## src/rtl/queue_push_arbiter_pkg.sv

```systemverilog
// Shared types and helpers for the instruction-queue push arbiter.
// Optional performance counters are enabled in the top with QUEUE_ARB_PERF_EN.
package queue_push_arbiter_pkg;

    typedef logic [31:0] instruction_info_reg_t;

    typedef enum logic [1:0] {
        ARB_RUN,
        ARB_CLEAR,
        ARB_HOLD
    } queue_arb_state_t;

    function automatic int qarb_cnt_w(input int depth);
        return $clog2(depth) + 1;
    endfunction

    localparam int QARB_DEPTH_DEFAULT = 8;
    localparam int QARB_CNT_W         = qarb_cnt_w(QARB_DEPTH_DEFAULT);

endpackage

```

## src/rtl/queue_push_arbiter_rr_arbiter.sv

```systemverilog
// Combinational round-robin picker: first requester at or after ptr wins.
// Shared with the issue logic, so it carries no state of its own.
module queue_push_arbiter_rr_arbiter #(
    parameter  int NREQ  = 3,
    localparam int PTR_W = $clog2(NREQ)
) (
    input  logic [NREQ-1:0]  req,
    input  logic [PTR_W-1:0] ptr,
    input  logic             en,
    output logic [NREQ-1:0]  gnt,
    output logic [PTR_W-1:0] winner
);

    logic [PTR_W-1:0] idx;

    // Walk from the farthest offset back to ptr so the closest request is the last one written.
    always_comb begin
        gnt    = '0;
        winner = '0;
        idx    = '0;
        if (en) begin
            for (int k = NREQ - 1; k >= 0; k--) begin
                idx = PTR_W'((int'(ptr) + k) % NREQ);
                if (req[idx]) begin
                    gnt      = '0;
                    gnt[idx] = 1'b1;
                    winner   = idx;
                end
            end
        end
    end

endmodule

```

## src/rtl/queue_push_arbiter.sv

```systemverilog
// Shares one circular queue's push port among NREQ requesters and sequences pops/flushes.
// Define QUEUE_ARB_PERF_EN to add per-requester stall counters and a full-cycle counter.
//
//   state     | meaning
//   ----------+-----------------------------------------------
//   ARB_RUN   | normal operation, grants and pops allowed
//   ARB_CLEAR | q_clear asserted for one cycle, count/rr_ptr reset
//   ARB_HOLD  | waiting for flush to drop
module queue_push_arbiter
    import queue_push_arbiter_pkg::*;
#(
    parameter  type QUEUE_TYPE = instruction_info_reg_t,
    parameter  int  NREQ       = 3,
    parameter  int  PUSH_W     = 2,
    parameter  int  POP_W      = 2,
    parameter  int  DEPTH      = 8,
    localparam int  CNT_W      = qarb_cnt_w(DEPTH)
) (
    input  logic             clk,
    input  logic             rst,
    input  logic [NREQ-1:0]  req,
    input  QUEUE_TYPE        req_data [NREQ][PUSH_W],
    output logic [NREQ-1:0]  gnt,
    output logic             q_push,
    output QUEUE_TYPE        q_in [PUSH_W],
    input  logic             pop_req,
    output logic             q_pop,
    output logic             pop_valid,
    input  logic             flush,
    output logic             q_clear,
    output logic [CNT_W-1:0] count,
    output logic             busy
`ifdef QUEUE_ARB_PERF_EN
    ,
    output logic [31:0]      stall_cnt [NREQ],
    output logic [31:0]      full_cycles
`endif
);

    localparam int PTR_W = $clog2(NREQ);

    queue_arb_state_t state, state_next;
    logic [PTR_W-1:0] rr_ptr, winner;
    logic             room, run_ok, pop_ok;

    // One extra bit keeps count + PUSH_W from wrapping; a same-cycle pop is not credited.
    assign room   = ({1'b0, count} + (CNT_W+1)'(PUSH_W)) <= (CNT_W+1)'(DEPTH);
    assign run_ok = rst && (state == ARB_RUN) && !flush;
    assign pop_ok = count >= CNT_W'(POP_W);
    assign busy   = (state != ARB_RUN);

    queue_push_arbiter_rr_arbiter #(.NREQ(NREQ)) u_rr (
        .req    (req),
        .ptr    (rr_ptr),
        .en     (run_ok && room),
        .gnt    (gnt),
        .winner (winner)
    );

    assign q_push = |gnt;
    assign q_pop  = run_ok && pop_req && pop_ok;

    always_comb begin
        for (int p = 0; p < PUSH_W; p++) begin
            q_in[p] = req_data[winner][p];
        end
    end

    always_comb begin
        state_next = state;
        case (state)
            ARB_RUN:   if (flush) state_next = ARB_CLEAR;
            ARB_CLEAR: state_next = flush ? ARB_HOLD : ARB_RUN;
            ARB_HOLD:  if (!flush) state_next = ARB_RUN;
            default:   state_next = ARB_RUN;
        endcase
    end

    // q_clear is registered from the next state so it lines up exactly with ARB_CLEAR.
    always_ff @(posedge clk or negedge rst) begin
        if (!rst) begin
            state     <= ARB_RUN;
            count     <= '0;
            rr_ptr    <= '0;
            pop_valid <= 1'b0;
            q_clear   <= 1'b1;
        end else begin
            state     <= state_next;
            pop_valid <= q_pop;
            q_clear   <= (state_next == ARB_CLEAR);
            if (state == ARB_CLEAR) begin
                count  <= '0;
                rr_ptr <= '0;
            end else begin
                count <= count + (q_push ? CNT_W'(PUSH_W) : '0) - (q_pop ? CNT_W'(POP_W) : '0);
                if (q_push) begin
                    rr_ptr <= (winner == PTR_W'(NREQ - 1)) ? '0 : winner + 1'b1;
                end
            end
        end
    end

`ifdef QUEUE_ARB_PERF_EN
    always_ff @(posedge clk or negedge rst) begin
        if (!rst) begin
            for (int i = 0; i < NREQ; i++) begin
                stall_cnt[i] <= '0;
            end
            full_cycles <= '0;
        end else begin
            for (int i = 0; i < NREQ; i++) begin
                if (req[i] && !gnt[i] && (stall_cnt[i] != '1)) begin
                    stall_cnt[i] <= stall_cnt[i] + 32'd1;
                end
            end
            if ((state == ARB_RUN) && !room && (full_cycles != '1)) begin
                full_cycles <= full_cycles + 32'd1;
            end
        end
    end
`endif

endmodule

```

## config.mk

```make
export PLATFORM = sky130hd
export DESIGN_NAME = queue_push_arbiter
export DESIGN_NICKNAME = d
export VERILOG_FILES = /design/src/rtl/queue_push_arbiter_pkg.sv /design/src/rtl/queue_push_arbiter_rr_arbiter.sv /design/src/rtl/queue_push_arbiter.sv
export SDC_FILE = /design/constraint.sdc
export NUM_CORES = 1
export LEC_CHECK = 0
export BUFFER_PORTS_ARGS = -buffer_cell sky130_fd_sc_hd__buf_2
export CAP_MARGIN = 20
export CORE_AREA = 2 2 107 109
export CTS_CLUSTER_DIAMETER = 150
export DETAILED_ROUTE_END_ITERATION = 8
export DIE_AREA = 0 0 109 111
export GPL_TIMING_DRIVEN = 0
export HOLD_SLACK_MARGIN = 0.03
export SYNTH_ARGS = -nofsm -noshare
export SYNTH_HDL_FRONTEND = slang
export SYNTH_SLANG_ARGS = --single-unit
```

## constraint.sdc

```tcl
create_clock -name clk -period 4.4 [get_ports clk]
set_clock_uncertainty 0.05 [all_clocks]
set_input_delay 0.88 -clock clk [delete_from_list [all_inputs] [get_ports clk]]
set_output_delay 0.88 -clock clk [all_outputs]
set_load 0.02 [all_outputs]
```

==> flow_summary.ini <==
[outcome]
outcome = finished, final reports clean

[synth]
synth_area_leaders = mux2i_1 32%, a21oi_1 16%, nor2_1 13%, dfrtp_1 9.4%, ha_1 5.3%
netlist_top_cells_count = 72 x nor2_1, 68 x mux2i_1, 66 x a21oi_1
synth_ff_type = dfrtp_1
syn_area_sq_mm = 0.00212
synth_area_per_cell_sq_um = 7.07
synth_most_common_cell = nor2_1
muxShareOfSynthArea_pct = 32.1
synth_compound_area_share_pct = 21.5
synth_xor_area_share_pct = 1.65
synth_fa_ha_area_share_pct = 6.25
synth-simple-area-share_pct = 18.3
synthesis.nets = 509
async_flop_share_pct = 100
syn_inst = 300
synth_top_family_by_area = multiplexers
synth_edf_count = 0
synth_top_area_cell = mux2i_1
synth.distinct_cells = 38
synth-seq-cells = 9
yosysSeqAreaShare_pct = 10.7
synth_warnings = 0
synth_top_area_share_pct = 32.1

[sta]
fin_setup_tns_ns = 0
slew_headroom_pct = 63.1
min_period_over_period_pct = 96.4
rsz0062_at_grt = yes
finalSetupViolCount = 0
final_hold_viol_count = 0
slew_viol_final = 0
worst_slew_pin_slew_ns = 0.553
fin_crit_ns = 4.24
fmax_mhz = 236

[worst_setup_path]
critPathKind = in2out
slowest_stage = or4b_1
cpPeakStageDelay_ns = 0.53
end_kind = primary output
critPathLaunchType = primary input
cp_common_cell = buf_2
path_delay_family = buffers and inverters
path_buf_inv = 5
arrival_ns = 3.31
path_cells = buf_2, or4b_1, a221oi_2, o2111ai_1, inv_2, buf_6, buf_8, mux2i_1, a21oi_1, buf_2
worst_ep_required_time_ns = 3.47
crit_fanout = 10

[grt]
grt_pass1_vias = 2820
grt_usage_pct = 15.5
grt_overflow = 0
grt_pass1_wl_mm = 14.7
grt_max_degree = 11
antenna_found_initial = 3

[clocking]
cts_hold_buf = 0
cts_setup_buffers = 0
htreeDepth = 1
cts.clk_slew.worst_paths_ns = 0.04
cts_tree = built
clk_path_buf_depth = 2
cts_root_buf = clkbuf_16
cts_resized = 1
cts_sinks = 9
numCtsBuffers = 3
clock_latency_ns = 0.23

[die]
die_x_um = 109
die-area_sq_mm = 0.0121
num_rows = 39
start_util_pct = 19.1
die_h_um = 111
coreArea_sq_mm = 0.0111
ios = 275

[power_and_ir_drop]
power.total_mw = 1.19
ir_drop_v = 0.000154
p_leak_nw = 1.93
power_density_mw_per_mm2 = 315

[placement]
routabilityCongestion = 0.804
place_hpwl_mm = 8.89
dp_cells = 716
port_buffers = 273

[cells_and_area]
drive_above_1_share_pct = 51.1
final_cells = 723
area_growth_pct = 77.6
nets = 787
fillCellCount = 1241

[detailed_routing]
drc_errors = 0
wirelength_mm = 10.3
vias = 3137
drt_iter0_drc = 127
ant_nets = 0
wire_per_inst_um = 14.3
via_per_inst = 4.34
firstDrtPassIters = 4

[worst_hold_path]
min_path_type = in2async

[job]
drv_cap = 0
## cells in the final DEF (no fill, tap or decap), types with 3 or more instances in the layout
cell	netlist	routed
a21oi_1	66	66
buf_2	4	277
buf_8	4	4
clkbuf_1	12	11
clkbuf_16	0	3
dfrtp_1	8	8
diode_2	0	3
ha_1	9	9
inv_1	10	10
mux2i_1	68	67
nand2b_1	4	4
nor2_1	72	72
o21a_1	3	3
o21ai_0	5	5
xnor2_1	3	3
## report_power, final
part           internal [mW]  switching (mW)  total [mW]
Sequential             0.113          0.0328       0.146
Combinational          0.360           0.519       0.880
Clock                  0.120          0.0403       0.160
Total                  0.593           0.593        1.19
## registers in the layout, summed over array words and instances (netlist names)
signal and count:
count 3, pop_valid 1, q_clear 1, rr_ptr 2, state 2
## cell families (layout without fill, tap and decap cells)
family,after synthesis,after routing
fa+ha+maj,10,10
mux,68,68
compound gates,83,83
flops,9,9
other cells,1,4
simple gates,89,89
xor+xnor,4,4
buf+inv,36,313
## final timing paths
check	slack, ns	cells after the start	end	startpoint
setup reg to reg	1.04	13	count[3]	rr_ptr[0]
max in group asynchronous	3.60	1	q_clear	rst
setup / recovery	0.16	10	q_in[31]	rst
min in group clk	0.52	2	q_clear	state[0]
hold / removal	0.45	1	count[2]	rst
hold reg to reg	0.52	2	q_clear	state[0]
## area by class of cell
| class | instances | area, sq um | share of cell area, % |
|---|---|---|---|
| Antenna cell | 3 | 7.51 | 0.199 |
| Buffer | 25 | 158 | 4.19 |
| Clock buffer | 3 | 75.1 | 1.99 |
| Clock inverter | 1 | 5.00 | 0.133 |
| Inverter | 11 | 41.3 | 1.10 |
| Multi-Input combinational cell | 255 | 1710 | 45.3 |
| Sequential cell | 9 | 226 | 6.01 |
| Tap cell | 143 | 179 | 4.75 |
| Timing Repair Buffer | 273 | 1370 | 36.3 |
## worst register-to-register path, cell delays in order (launching register included)
cell and delay [ns]:
dfrtp_1 0.38, inv_1 0.07, ha_1 0.30, clkbuf_1 0.22, or4bb_1 0.51, o211ai_1 0.12, o221ai_2 0.24, o211ai_1 0.26
xnor2_1 0.14, ha_1 0.31, inv_1 0.05, fa_1 0.38, xnor2_1 0.16, nor2_1 0.05
## stage by stage
step           hold slack, ns  area [sq um]  setup slack, ns  util (%)
2_1_floorplan           0.474          2120            0.810         -
3_3_place_gp            0.512          3670          -0.0894      33.1
3_5_place_dp            0.517          3670          -0.0903      33.1
4_1_cts                 0.456          3750           0.0986      33.9
5_1_grt                 0.462          3760          -0.0133      34.0
6_report                0.450          3770            0.160      34.0
## routing by layer
| metal | vias to the layer above | wire, um | track usage (%) |
|---|---|---|---|
| li1 | 1607 | - | - |
| met1 | 1357 | 4360 | 19.5 |
| met2 | 167 | 4830 | 26.9 |
| met3 | 6 | 1030 | 3.59 |
| met4 | 0 | 96 | 2.56 |
| met5 | - | 0 | 0 |
Power figures use the tool's default switching activity.
